==> src/rtl/dsp_mac_sequencer.sv <==
// Feeds a DSP48A1-style slice (A1/B1/M/OPMODE/P registered) so it accumulates one dot product
// per S_LAST-delimited vector, and buffers the final P values in a 2-entry FWFT FIFO.
module dsp_mac_sequencer #(
  parameter int unsigned PIPE_LAT = 3,
  parameter int unsigned CNT_W    = 16
) (
  input  logic             CLK,
  input  logic             RST_N,
  input  logic             S_VALID,
  output logic             S_READY,
  input  logic [17:0]      S_A,
  input  logic [17:0]      S_B,
  input  logic             S_LAST,
  output logic [17:0]      DSP_A,
  output logic [17:0]      DSP_B,
  output logic [7:0]       DSP_OPMODE,
  output logic             DSP_RST,
  input  logic [47:0]      DSP_P,
  output logic             M_VALID,
  input  logic             M_READY,
  output logic [47:0]      M_DATA,
  output logic [CNT_W-1:0] M_CNT
);

  typedef enum logic [0:0] {StIdle, StAccum} state_e;

  state_e           r_state;
  logic             r_dsp_rst;
  logic [17:0]      r_a;
  logic [17:0]      r_b;
  logic [CNT_W-1:0] r_cnt;

  logic [PIPE_LAT-1:0] r_tag_v;
  logic [PIPE_LAT-1:0] r_tag_last;
  logic [PIPE_LAT-2:0] r_tag_first;
  logic [CNT_W-1:0]    r_tag_cnt [PIPE_LAT];

  logic             r_cap;
  logic [CNT_W-1:0] r_cap_cnt;

  logic [47:0]      r_fifo_data [2];
  logic [CNT_W-1:0] r_fifo_cnt  [2];
  logic             r_rd_ptr;
  logic             r_wr_ptr;
  logic [1:0]       r_fifo_num;

  logic             w_accept;
  logic             w_first;
  logic             w_pop;
  logic [CNT_W-1:0] w_beat_cnt;
  logic [7:0]       w_outstanding;

  assign w_first    = (r_state == StIdle);
  assign w_accept   = S_VALID && S_READY;
  assign w_pop      = (r_fifo_num != 2'd0) && M_READY;
  assign w_beat_cnt = w_first ? CNT_W'(1) : r_cnt + CNT_W'(1);

  // Every last tag in flight already owns a FIFO slot, so the FIFO can never overflow.
  always_comb begin
    w_outstanding = 8'(r_cap) + 8'(r_fifo_num);
    for (int i = 0; i < PIPE_LAT; i++) begin
      w_outstanding = w_outstanding + 8'(r_tag_v[i] & r_tag_last[i]);
    end
  end

  assign S_READY = (w_outstanding < 8'd2) && !r_dsp_rst;

  always_ff @(posedge CLK or negedge RST_N) begin
    if (!RST_N) begin
      r_state   <= StIdle;
      r_dsp_rst <= 1'b1;
      r_a       <= '0;
      r_b       <= '0;
      r_cnt     <= '0;
    end else begin
      r_dsp_rst <= 1'b0;
      if (w_accept) begin
        r_a     <= S_A;
        r_b     <= S_B;
        r_cnt   <= w_beat_cnt;
        r_state <= S_LAST ? StIdle : StAccum;
      end
    end
  end

  always_ff @(posedge CLK or negedge RST_N) begin
    if (!RST_N) begin
      r_tag_v     <= '0;
      r_tag_last  <= '0;
      r_tag_first <= '0;
      for (int i = 0; i < PIPE_LAT; i++) r_tag_cnt[i] <= '0;
      r_cap       <= 1'b0;
      r_cap_cnt   <= '0;
    end else begin
      r_tag_v[0]     <= w_accept;
      r_tag_last[0]  <= w_accept && S_LAST;
      r_tag_first[0] <= w_first;
      r_tag_cnt[0]   <= w_beat_cnt;
      for (int i = 1; i < PIPE_LAT; i++) begin
        r_tag_v[i]    <= r_tag_v[i-1];
        r_tag_last[i] <= r_tag_last[i-1];
        r_tag_cnt[i]  <= r_tag_cnt[i-1];
      end
      for (int i = 1; i < PIPE_LAT - 1; i++) r_tag_first[i] <= r_tag_first[i-1];
      // P for the oldest stage lands on this edge; sample it one edge later.
      r_cap     <= r_tag_v[PIPE_LAT-1] && r_tag_last[PIPE_LAT-1];
      r_cap_cnt <= r_tag_cnt[PIPE_LAT-1];
    end
  end

  always_ff @(posedge CLK or negedge RST_N) begin
    if (!RST_N) begin
      for (int i = 0; i < 2; i++) begin
        r_fifo_data[i] <= '0;
        r_fifo_cnt[i]  <= '0;
      end
      r_rd_ptr   <= 1'b0;
      r_wr_ptr   <= 1'b0;
      r_fifo_num <= 2'd0;
    end else begin
      if (r_cap) begin
        r_fifo_data[r_wr_ptr] <= DSP_P;
        r_fifo_cnt[r_wr_ptr]  <= r_cap_cnt;
        r_wr_ptr              <= ~r_wr_ptr;
      end
      if (w_pop) r_rd_ptr <= ~r_rd_ptr;
      case ({r_cap, w_pop})
        2'b10:   r_fifo_num <= r_fifo_num + 2'd1;
        2'b01:   r_fifo_num <= r_fifo_num - 2'd1;
        default: r_fifo_num <= r_fifo_num;
      endcase
    end
  end

  always_comb begin
    if (!r_tag_v[PIPE_LAT-2])         DSP_OPMODE = 8'h08;
    else if (r_tag_first[PIPE_LAT-2]) DSP_OPMODE = 8'h01;
    else                              DSP_OPMODE = 8'h09;
  end

  assign DSP_A   = r_a;
  assign DSP_B   = r_b;
  assign DSP_RST = r_dsp_rst;
  assign M_VALID = (r_fifo_num != 2'd0);
  assign M_DATA  = r_fifo_data[r_rd_ptr];
  assign M_CNT   = r_fifo_cnt[r_rd_ptr];

endmodule

==> config.mk <==
export PLATFORM = sky130hd
export DESIGN_NAME = dsp_mac_sequencer
export DESIGN_NICKNAME = d
export VERILOG_FILES = /design/src/rtl/dsp_mac_sequencer.sv
export SDC_FILE = /design/constraint.sdc
export NUM_CORES = 1
export LEC_CHECK = 0
export CORE_ASPECT_RATIO = 0.75
export CORE_MARGIN = 2
export CORE_UTILIZATION = 50
export DETAILED_ROUTE_END_ITERATION = 8
export PLACE_DENSITY = 0.78
export SYNTH_ARGS = -nofsm -noshare
export SYNTH_HDL_FRONTEND = slang
export SYNTH_SLANG_ARGS = --single-unit
export TNS_END_PERCENT = 50
==> constraint.sdc <==
create_clock -name CLK -period 7.1 [get_ports CLK]
set_input_delay 0.71 -clock CLK [delete_from_list [all_inputs] [get_ports CLK]]
set_output_delay 0.71 -clock CLK [all_outputs]
set_load 0.1 [all_outputs]
==> results of run 1 <==
## area by class of cell
cell class                      count  area (um^2)  share of cell area, %
Sequential cell                   259         6480                   49.3
Multi-Input combinational cell    433         3430                   26.1
Tap cell                          258          323                   2.45
Timing Repair Buffer              200         1990                   15.1
Clock buffer                       31          688                   5.23
Clock inverter                     14          223                   1.69
Inverter                            5         18.8                  0.143
## routing by layer
layer	track usage, %	vias to the layer above
met5	0	-
met4	2.84	0
met3	4.40	26
met2	29.4	169
met1	27.2	3046
li1	-	2867
## cell usage after synthesis, types with 2 or more instances
cell	n
buf_6	3
buf_1	4
xor2_1	8
a22o_1	2
or3_1	3
a21oi_1	4
nand4_1	6
nor4_1	3
nand2_1	127
dfrtp_1	258
inv_1	4
o21ai_0	8
clkbuf_1	18
nor2_1	19
nor3_1	3
o31ai_1	3
xnor2_1	10
mux2_2	195
and2_1	7
ha_1	3
buf_2	11
nand3_1	5
buf_4	7
fa_1	2
## kinds of logic after synthesis
logic type,share of synthesized area [%]
DFF,64.0
muxes,21.7
and+or+nand+nor,7.85
buffers and inverters,2.40
AOI/OAI and AO/OA,1.64
xor gates and xnor gates,1.56
adders and majority gates,0.767
other,0.0371
## worst max path at each step
stage / start / to / cells past startpoint / slack [ps]
6_report: r_tag_v[1] / S_READY / 7 / 2460
5_1_grt: r_tag_v[1] / S_READY / 7 / 2290
4_1_cts: r_tag_v[1] / S_READY / 7 / 2410
3_5_place_dp: r_tag_v[1] / S_READY / 7 / 2990
3_3_place_gp: r_tag_v[1] / S_READY / 7 / 2970
2_1_floorplan: r_tag_v[1] / r_cnt[13] / 12 / 1730
## sequential cells by signal (all words and copies together), names as in the netlist, 2 cells and up
name,cells
r_tag_cnt,48
r_tag_first,2
r_cap_cnt,16
DSP_A,18
r_tag_last,3
r_fifo_cnt,32
r_cnt,16
DSP_B,18
r_fifo_data,96
r_tag_v,3
r_fifo_num,2
## critical path: stages (launching register included)
cell	delay (ps)
dfrtp_1	400
and2_1	180
fa_1	440
ha_1	280
a31o_2	250
fa_1	430
nor3_1	270
clkdlybuf4s50_1	1190
## stage by stage
| stage | std cells | utilization [%] | setup WS, ps | hold WS, ps | cell area [um^2] |
|---|---|---|---|---|---|
| 6_report | 1200 | 65.6 | 2460 | 200 | 13200 |
| 5_1_grt | 1200 | 65.6 | 2290 | 266 | 13200 |
| 4_1_cts | 1200 | 65.6 | 2410 | 249 | 13200 |
| 3_5_place_dp | 1155 | 61.1 | 2990 | 335 | 12200 |
| 3_3_place_gp | 1155 | 61.1 | 2970 | 332 | 12200 |
| 2_1_floorplan | 740 | - | 1730 | 331 | 10100 |
==> impl_metrics.yaml, run 1 <==
yosys:
  yosys_most_used_dff: "dfrtp_1"
  synth.area.top_cells: "dfrtp_1 64%, mux2_2 22%, nand2_1 4.7%, xnor2_1 0.87%, nor2_1 0.70%"
  synth_top_area_cell: "dfrtp_1"
  synth_edf_count: 0
  ys_seq_elements: 259
  ys_types: 45
  syn-cell-area_mm2: 0.0101
  ys_warn_count: 0
  async_reset_ff_share_pct: 100
  avgSynthCellArea_um2: 13.8
  synth_top_area_share_pct: 63.8
  yosysSeqAreaShare_pct: 64.0
  synthCells: 734
clock_network:
  numCtsBuffers: 25
  holdBufCountCts: 0
  clock-root-buffer: "clkbuf_16"
  clkTransAtPathRegs_ps: 60
  cts_tree: "done"
  cts_resized: 0
  htreeDepth: 1
  cts_buffer_depth: 3
  post-cts-setup-buffers: 0
  cts.sinks: 259
  insertion_delay_ps: 500
floorplanning:
  io_pins: 200
  start_util_pct: 50.5
  core_mm2: 0.0200
  die_x_um: 168
  fp.dieArea_mm2: 0.0214
  die_h_um: 127
  rows: 45
grt:
  grt_max_degree: 107
  gr-total-overflow: 0
  antenna_found_initial: 0
  grt_usage_pct: 18.6
  grt_pass1_wl_mm: 32.5
  grt_pass1_vias: 6406
route:
  wl_per_cell_um: 16.3
  top_layer_used: "met4"
  met3_length_mm: 1.13
  antenna_left: 0
  wirelength_met1_mm: 9.28
  avgViaCountPerCell: 5.09
  drt_iter0_drc: 418
  firstDrtPassIters: 4
  vias: 6108
  drc: 0
  wl_met2_mm: 8.88
  drt_wl_total_mm: 19.6
placement:
  dp_hpwl_mm: 12.1
  finalWeightedCongestion: 0.787
  io_buffers: 193
sta:
  setup_viol: 0
  finalSetupTns_ps: 0
  fmax_mhz: 215
  drv_slew: 0
  tightest_slew_ps: 1050
  fin_crit_sh_pct: 65.4
  hold_violations: 0
  slew_headroom_pct: 30.3
  skew_ps: 6.67
  rsz0062_at_grt: "false"
  min_period_ps: 4640
layout:
  layout-drive-gt1-share_pct: 27.3
  layout_commonest_cell: "dfrtp_1"
  antenna_cells: 0
  syn2layout_area_growth_pct: 30.0
  nNetsFinal: 1018
  final_cell_mix: "257 x dfrtp_1, 195 x mux2_2, 192 x clkdlybuf4s50_1"
  fill_cells: 1462
setup_path:
  endpoint_kind: "primary output"
  rr_startpoint: "r_tag_v[1]"
  cp.required_ps: 6390
  crit-reg2reg-capture: "r_cnt[11]"
  reg2regPathDepth: 12
  path_class: "flip-flop to primary output"
  cp-start-kind: "flip-flop"
  worstPathMaxFanout: 4
  arrival_ps: 3930
  rrSetupSlack_ps: 3490
run:
  cap_violations: 0
status:
  outcome: "complete, no violations"
worst_hold_path:
  worstHoldPathType: "primary input to asynchronous set/reset pin"
Power of run 1 is left out: the tool's default activity adds up to more than one toggle a clock period on the data nets, which glitch-free logic cannot reach.
==> inputs of run 2 (changes only) <==
==> constraint.sdc (replaced) <==
create_clock -name CLK -period 4.78 [get_ports CLK]
set_input_delay 0.478 -clock CLK [delete_from_list [all_inputs] [get_ports CLK]]
set_output_delay 0.478 -clock CLK [all_outputs]
set_load 0.1 [all_outputs]
==> impl_metrics.yaml, run 2 (synthesis gave the netlist of run 1 again) <==
setup_path:
  endpoint_kind: "flip-flop"
  arrival_ps: 4270
  path_class: "flip-flop to flip-flop"
  worstPathMaxFanout: 25
  cp.required_ps: 5230
  crit-reg2reg-capture: "r_cnt[13]"
  rrSetupSlack_ps: 960
  reg2regPathDepth: 11
  rr_startpoint: "r_tag_v[1]"
  cp-start-kind: "flip-flop"
layout:
  final_cell_mix: "257 x dfrtp_1, 195 x mux2_2, 191 x clkdlybuf4s50_1"
  layout_commonest_cell: "dfrtp_1"
  antenna_cells: 0
  syn2layout_area_growth_pct: 29.3
  largest_reg_flops: 96
  nNetsFinal: 1022
  regMostFlops: "r_fifo_data"
  reg_top3: "r_fifo_data x96, r_tag_cnt x48, r_fifo_cnt x32"
  fill_cells: 1420
  layout-drive-gt1-share_pct: 27.2
route:
  wl_per_cell_um: 16.6
  antenna_left: 0
  drc: 0
  avgViaCountPerCell: 5.14
  drt_wl_total_mm: 20.0
  vias: 6194
  firstDrtPassIters: 5
  drt_iter0_drc: 402
sta:
  drv_slew: 0
  fmax_mhz: 262
  finalSetupTns_ps: 0
  rsz0062_at_grt: "false"
  hold_violations: 0
  setup_viol: 0
  layout_setup_ws_ps: 958
  skew_ps: 8.34
  min_period_ps: 3820
  slew_headroom_pct: 31.5
  fin_crit_sh_pct: 80.0
  tightest_slew_ps: 1020
clock_network:
  clkTransAtPathRegs_ps: 60
  cts_resized: 0
  post-cts-setup-buffers: 0
  numCtsBuffers: 26
  htreeDepth: 1
  cts_buffer_depth: 3
  cts.sinks: 259
  cts_tree: "done"
  holdBufCountCts: 0
  clock-root-buffer: "clkbuf_16"
  insertion_delay_ps: 510
floorplanning:
  io_pins: 200
  die_h_um: 127
  start_util_pct: 50.5
  die_x_um: 168
  core_mm2: 0.0200
  fp.dieArea_mm2: 0.0214
  rows: 45
placement:
  io_buffers: 193
  dp_hpwl_mm: 12.6
  finalWeightedCongestion: 0.799
  pre_cts_ws_ps: 988
grt:
  grt_usage_pct: 19.0
  antenna_found_initial: 0
  gr-total-overflow: 0
  grt_pass1_wl_mm: 33.0
  grt_pass1_vias: 6431
  grt_max_degree: 137
worst_hold_path:
  worstHoldPathType: "primary input to asynchronous set/reset pin"
status:
  outcome: "complete, no violations"
run:
  cap_violations: 0
-- run 2: changes by cell type in the layout (fill, tap and decap cells not counted), sizes merged --
cell,change
buf,+4
bufinv,-6
clkbuf,+10
clkdlybuf4s50,-1
clkinv,-2
-- run 2: area by class of cell --
cell class	instances	area (um^2)	share of cell area, %
clock buffer	41	788	6.02
timing repair buffer	203	2010	15.4
inverter	5	18.8	0.143
sequential	259	6480	49.5
tap	258	323	2.47
multi-input combinational	433	3430	26.2
clock inverter	6	32.5	0.249
-- run 2: metal layers --
layer	track usage (%)	vias up	routed length [um]
met1	27.2	3095	9230
li1	-	2873	-
met2	29.9	198	9090
met5	0	-	0
met4	3.70	0	329
met3	4.89	28	1350
-- run 2: how the worst max path moves through the flow --
| stage | startpoint | end | slack (ps) | depth (start not counted) |
|---|---|---|---|---|
| 2_1_floorplan | r_tag_v[1] | r_cnt[13] | 390 | 12 |
| 3_3_place_gp | r_tag_v[1] | r_cnt[11] | 1100 | 11 |
| 3_5_place_dp | r_tag_v[1] | r_cnt[12] | 990 | 11 |
| 4_1_cts | r_tag_v[1] | r_cnt[12] | 970 | 11 |
| 5_1_grt | r_tag_v[1] | r_cnt[13] | 750 | 11 |
| 6_report | r_tag_v[1] | r_cnt[13] | 960 | 11 |
-- run 2: worst max-delay path, stage by stage, from the launching register on --
cell and delay [ps]:
dfrtp_1 410, and2_1 180, fa_1 440, ha_1 280, a31o_2 250, fa_1 450, nor3_2 260, nand2_1 110
inv_1 620, nand2_2 290, nor4_1 340, a21o_1 140
-- run 2: through the flow --
| step | std cells | hold slack (ps) | utilization [%] | area (um^2) |
|---|---|---|---|---|
| 6_report | 1205 | 56.3 | 65.3 | 13100 |
| 5_1_grt | 1205 | 192 | 65.3 | 13100 |
| 4_1_cts | 1205 | 133 | 65.3 | 13100 |
| 3_5_place_dp | 1158 | 335 | 61.2 | 12300 |
| 3_3_place_gp | 1158 | 332 | 61.2 | 12300 |
| 2_1_floorplan | 740 | 182 | - | 10100 |
Power of run 2 is left out for the same reason.
==> edit 1, RTL diff (config.mk and constraints of run 1) <==
Register the output `M_CNT`; this adds one clock of latency there. The other outputs are not delayed to match.
--- a/src/rtl/dsp_mac_sequencer.sv
+++ b/src/rtl/dsp_mac_sequencer.sv
@@ -143,7 +143,9 @@
   assign DSP_RST = r_dsp_rst;
   assign M_VALID = (r_fifo_num != 2'd0);
   assign M_DATA  = r_fifo_data[r_rd_ptr];
-  assign M_CNT   = r_fifo_cnt[r_rd_ptr];
+  always_ff @(posedge CLK) begin
+    M_CNT <= r_fifo_cnt[r_rd_ptr];
+  end
 
 endmodule
 
Check against the original RTL: not equivalent (Yosys sat finds a counterexample within 10 cycles, from zero or initial values and one cycle with RST_N low).
==> edit 1 against run 1 <==
Wire length grew 2.6%. Design area increased by 2.2%. Area after synthesis rose by 2.9%. Global-route usage hardly changed. Fmax is 2.2% lower. Largest cell class unchanged. Setup slack lost 0.11 ns. Sequential cell count increased by 16. Clock skew up 0.0012 ns.
Power is not shown: default switching activity piles up to over one toggle a cycle in this logic, so the estimate is an artifact.
==> edit 1: results <==
outcome:
  status: "finished clean"
route:
  wl_per_cell_um: 16.2
  routed_via_density: 5.05
  routed_wl_mm: 20.1
  drt_iter0_markers: 313
yosys:
  avgSynthCellArea_sq_um: 13.9
  synth_area_leaders: "dfrtp_1, mux2_2, nand2_1"
  synth_common_cells: "dfrtp_1, mux2_2, nand2_1"
  ys_seq_area_share_pct: 65.3
  async_reset_ff_share_pct: 94.2
  yosysWarnings: 0
  synthDistinctLibCells: 42
  ys_ff_latch: 275
global_routing:
  grt_pass1_vias: 6421
  track_usage_pct: 18.6
  grt_max_degree: 159
  grt_pass1_wl_mm: 32.8
placed_design:
  globalplace.congestion: 0.776
  dp_hpwl_mm: 12.5
  pre_cts_slack_ns: 2.90
  dp_cells: 1193
  io_buffers: 193
  dpl_cell_area_sq_um: 12600
sta:
  hold_ws_ns: 0.222
  clock_skew_ns: 0.00784
  worstMarginPinSlew_ns: 1.04
final_layout:
  drive_above_1_share_pct: 26.1
  reg.largest.list: "r_fifo_data: 96 flops, r_tag_cnt: 48 flops, r_fifo_cnt: 32 flops"
  final_nets: 1033
  n_fill_cell: 1490
clock_tree:
  numCtsBuffers: 26
  htree_levels: 1
  clock_latency_ns: 0.51
  cts-root-buf: "clkbuf_16"
worst_setup_path:
  worstPathArrival_ns: 4.04
  r2r_cells: 11
  path_max_fanout: 4
## edit 1: cell families after synthesis
| kind of cell | count (synthesis) | synth area share [%] |
|---|---|---|
| other cells | 1 | 0.0360 |
| simple gates | 185 | 7.82 |
| mux | 195 | 21.1 |
| xor+xnor | 17 | 1.43 |
| flops | 275 | 65.3 |
| compound gates | 24 | 1.47 |
| buf+inv | 48 | 2.09 |
| fa+ha+maj | 5 | 0.745 |
## edit 1: final cells by class
cell class	count	area [sq um]	share of cell area, %
clock buffers	41	778	5.79
clock inverters	5	75.1	0.558
flip-flops and latches	275	6800	50.6
well taps	282	353	2.62
inverters	4	15.0	0.112
repair buffers	199	1990	14.8
multi-input cells	433	3430	25.5
## edit 1: worst max-delay path: stages, from the launching register on
cell	delay (ns)
dfrtp_1	0.41
and2_1	0.18
fa_1	0.44
ha_1	0.29
a31o_2	0.25
fa_1	0.44
nor3_1	0.31
clkdlybuf4s50_1	1.20
## edit 1: worst paths after layout
| kind | from | endpoint | slack, ns |
|---|---|---|---|
| min in group CLK | r_tag_cnt[32]$_DFF_PN0_ | r_tag_cnt[16]$_DFF_PN0_ | 0.34 |
| worst min-delay path | RST_N | r_fifo_data[42]$_DFFE_PN0P_ | 0.22 |
| worst min register to register | r_tag_cnt[32]$_DFF_PN0_ | r_tag_cnt[16]$_DFF_PN0_ | 0.34 |
| worst max register to register | r_tag_v[1]$_DFF_PN0_ | r_cnt[10]$_DFFE_PN0P_ | 3.26 |
| max in group asynchronous | RST_N | r_rd_ptr$_DFFE_PN0P_ | 5.61 |
| worst max-delay path | r_tag_v[1]$_DFF_PN0_ | S_READY | 2.35 |
## edit 1: layer usage
metal	wire [um]	GRT usage, %	share of wire (%)
met1	9500	27.1	47
met2	8580	27.9	43
met3	1580	5.26	7.9
met4	420	4.47	2.1
met5	0	0	0
==> edit 2, RTL diff (settings of run 1) <==
Made on the original files. Change the parameter `CNT_W` from 16 to 24.
--- a/src/rtl/dsp_mac_sequencer.sv
+++ b/src/rtl/dsp_mac_sequencer.sv
@@ -2,7 +2,7 @@
 // per S_LAST-delimited vector, and buffers the final P values in a 2-entry FWFT FIFO.
 module dsp_mac_sequencer #(
   parameter int unsigned PIPE_LAT = 3,
-  parameter int unsigned CNT_W    = 16
+  parameter int unsigned CNT_W    = 24
 ) (
   input  logic             CLK,
   input  logic             RST_N,
Interface: changed (resized M_CNT); port bits go from 200 to 208. The function was not compared with the original's and may differ.
==> edit 2 against run 1 <==
First-iteration DRC count increased by 1.7%. Register-to-register slack got worse by 1.1 ns. Sequential cell count increased by 56. Via count increased by 20%. Critical path type is now reg -> reg. Area after synthesis increased by 21%. Setup slack got worse by 0.065 ns. Clock skew increased by 0.0048 ns. Design area increased by 18%. Wire length increased by 19%.
Power is left out: the tool's default activity adds up to more than one toggle a clock period on the data nets, which glitch-free logic cannot reach.
==> edit 2: results <==
final_layout:
  reg.largest.list: "r_fifo_data: 96 flops, r_tag_cnt: 72 flops, r_fifo_cnt: 48 flops"
  diodes: 0
  drive_above_1_share_pct: 26.1
  final_nets: 1169
  n_fill_cell: 1733
worst_setup_path:
  cpPeakStageDelay_ns: 0.71
  crit_end: "r_cnt[19]$_DFFE_PN0P_"
  cpMaxStageDelayCell: "or4b_2"
  reg2reg_slack_ns: 2.39
  path_max_fanout: 52
  worstPathArrival_ns: 5.15
  r2r_cells: 10
  r2r-end: "r_cnt[19]$_DFFE_PN0P_"
  crit_path_start: "r_tag_v[1]$_DFF_PN0_"
yosys:
  synth_area_leaders: "dfrtp_1, mux2_2, nand2_1"
  synthDistinctLibCells: 47
  synth_common_cells: "dfrtp_1, mux2_2, nand2_1"
  synth_flop_cell: "dfrtp_1"
  ys_seq_area_share_pct: 64.6
  async_reset_ff_share_pct: 100
sta:
  clock_skew_ns: 0.0115
  worstMarginPinSlew_ns: 1.07
  hold_viol_final: 0
global_routing:
  grt_pass1_wl_mm: 38.2
  grt_max_degree: 191
  grt_pass1_vias: 7474
  track_usage_pct: 18.3
route:
  num_vias: 7344
  drt_iter0_markers: 425
  wl_per_cell_um: 16.3
placed_design:
  io_buffers: 201
  dp_hpwl_mm: 14.6
  globalplace.congestion: 0.803
clock_tree:
  cts-root-buf: "clkbuf_16"
  numCtsBuffers: 30
  ctsResizeCount: 0
  clock_latency_ns: 0.55
  clk_pin_slew_ns: 0.06
  htree_levels: 1
outcome:
  status: "finished clean"
min_path:
  holdCritPathClass: "in -> async"
edit 2: cell types whose count changed in the layout (fill, tap and decap cells not counted), moves of 5 or more:
cell,run 1,this run
a21oi_1,4,10
nand2_1,126,133
dfrtp_1,257,313
o31ai_1,3,13
nor4_1,3,8
or4_1,1,14
clkdlybuf4s50_1,192,200
mux2_2,195,217
clkbuf_16,25,31
nand3_1,5,10
o211ai_1,1,6
edit 2: logic make-up (layout without fill, tap and decap cells):
logic type	Yosys count	in the layout	synth area share, %
mux	217	217	20.0
flops	315	315	64.6
compound gates	49	49	2.84
fa+ha+maj	5	5	0.636
other cells	1	7	0.0307
simple gates	216	216	8.32
buf+inv	62	271	2.14
xor+xnor	19	19	1.36
edit 2: worst max-delay path: cells and delay by family (launching register included):
family          cells  cell delay, ns
fa+ha+maj           3            1.16
flops               1            0.40
compound gates      2            0.47
buf+inv             1            0.66
simple gates        4            1.89
edit 2: area by class of cell:
type	count	area (sq um)	area share, %
Clock buffer	41	873	5.61
Clock inverter	15	191	1.23
Inverter	9	33.8	0.217
Multi-Input combinational cell	513	4090	26.3
Sequential cell	315	7890	50.7
Tap cell	331	414	2.66
Timing Repair Buffer	206	2070	13.3
edit 2: how the worst min path moves through the flow:
stage	depth (start not counted)	slack [ns]	endpoint	from
2_1_floorplan	0	0.33	r_cap_cnt[0]$_DFF_PN0_	r_tag_cnt[0]$_DFF_PN0_
4_1_cts	1	0.30	DSP_B[1]$_DFFE_PN0P_	RST_N
5_1_grt	1	0.32	DSP_B[2]$_DFFE_PN0P_	RST_N
6_report	1	0.25	DSP_B[2]$_DFFE_PN0P_	RST_N
3_5_place_dp	0	0.33	r_tag_cnt[11]$_DFF_PN0_	r_tag_cnt[35]$_DFF_PN0_
3_3_place_gp	0	0.33	r_tag_cnt[43]$_DFF_PN0_	r_tag_cnt[67]$_DFF_PN0_
edit 2: layer usage:
metal,vias to the layer above,part of all wire [%],GRT usage [%]
met2,224,45,28.4
met5,-,0,0
met1,3649,45,25.8
li1,3436,-,-
met3,35,7.2,4.92
met4,0,2.4,4.80
edit 2: through the flow:
step                instance area, sq um  worst slack [ns]  hold slack (ns)  util [%]  cells
floorplan                          12200              2.38            0.331         -    890
global placement                   14500              2.45            0.331      60.4   1374
detailed placement                 14500              2.39            0.335      60.4   1374
CTS                                15600              2.41            0.304      64.9   1430
global route                       15600              2.12            0.321      64.9   1430
finish                             15600              2.39            0.250      64.9   1430
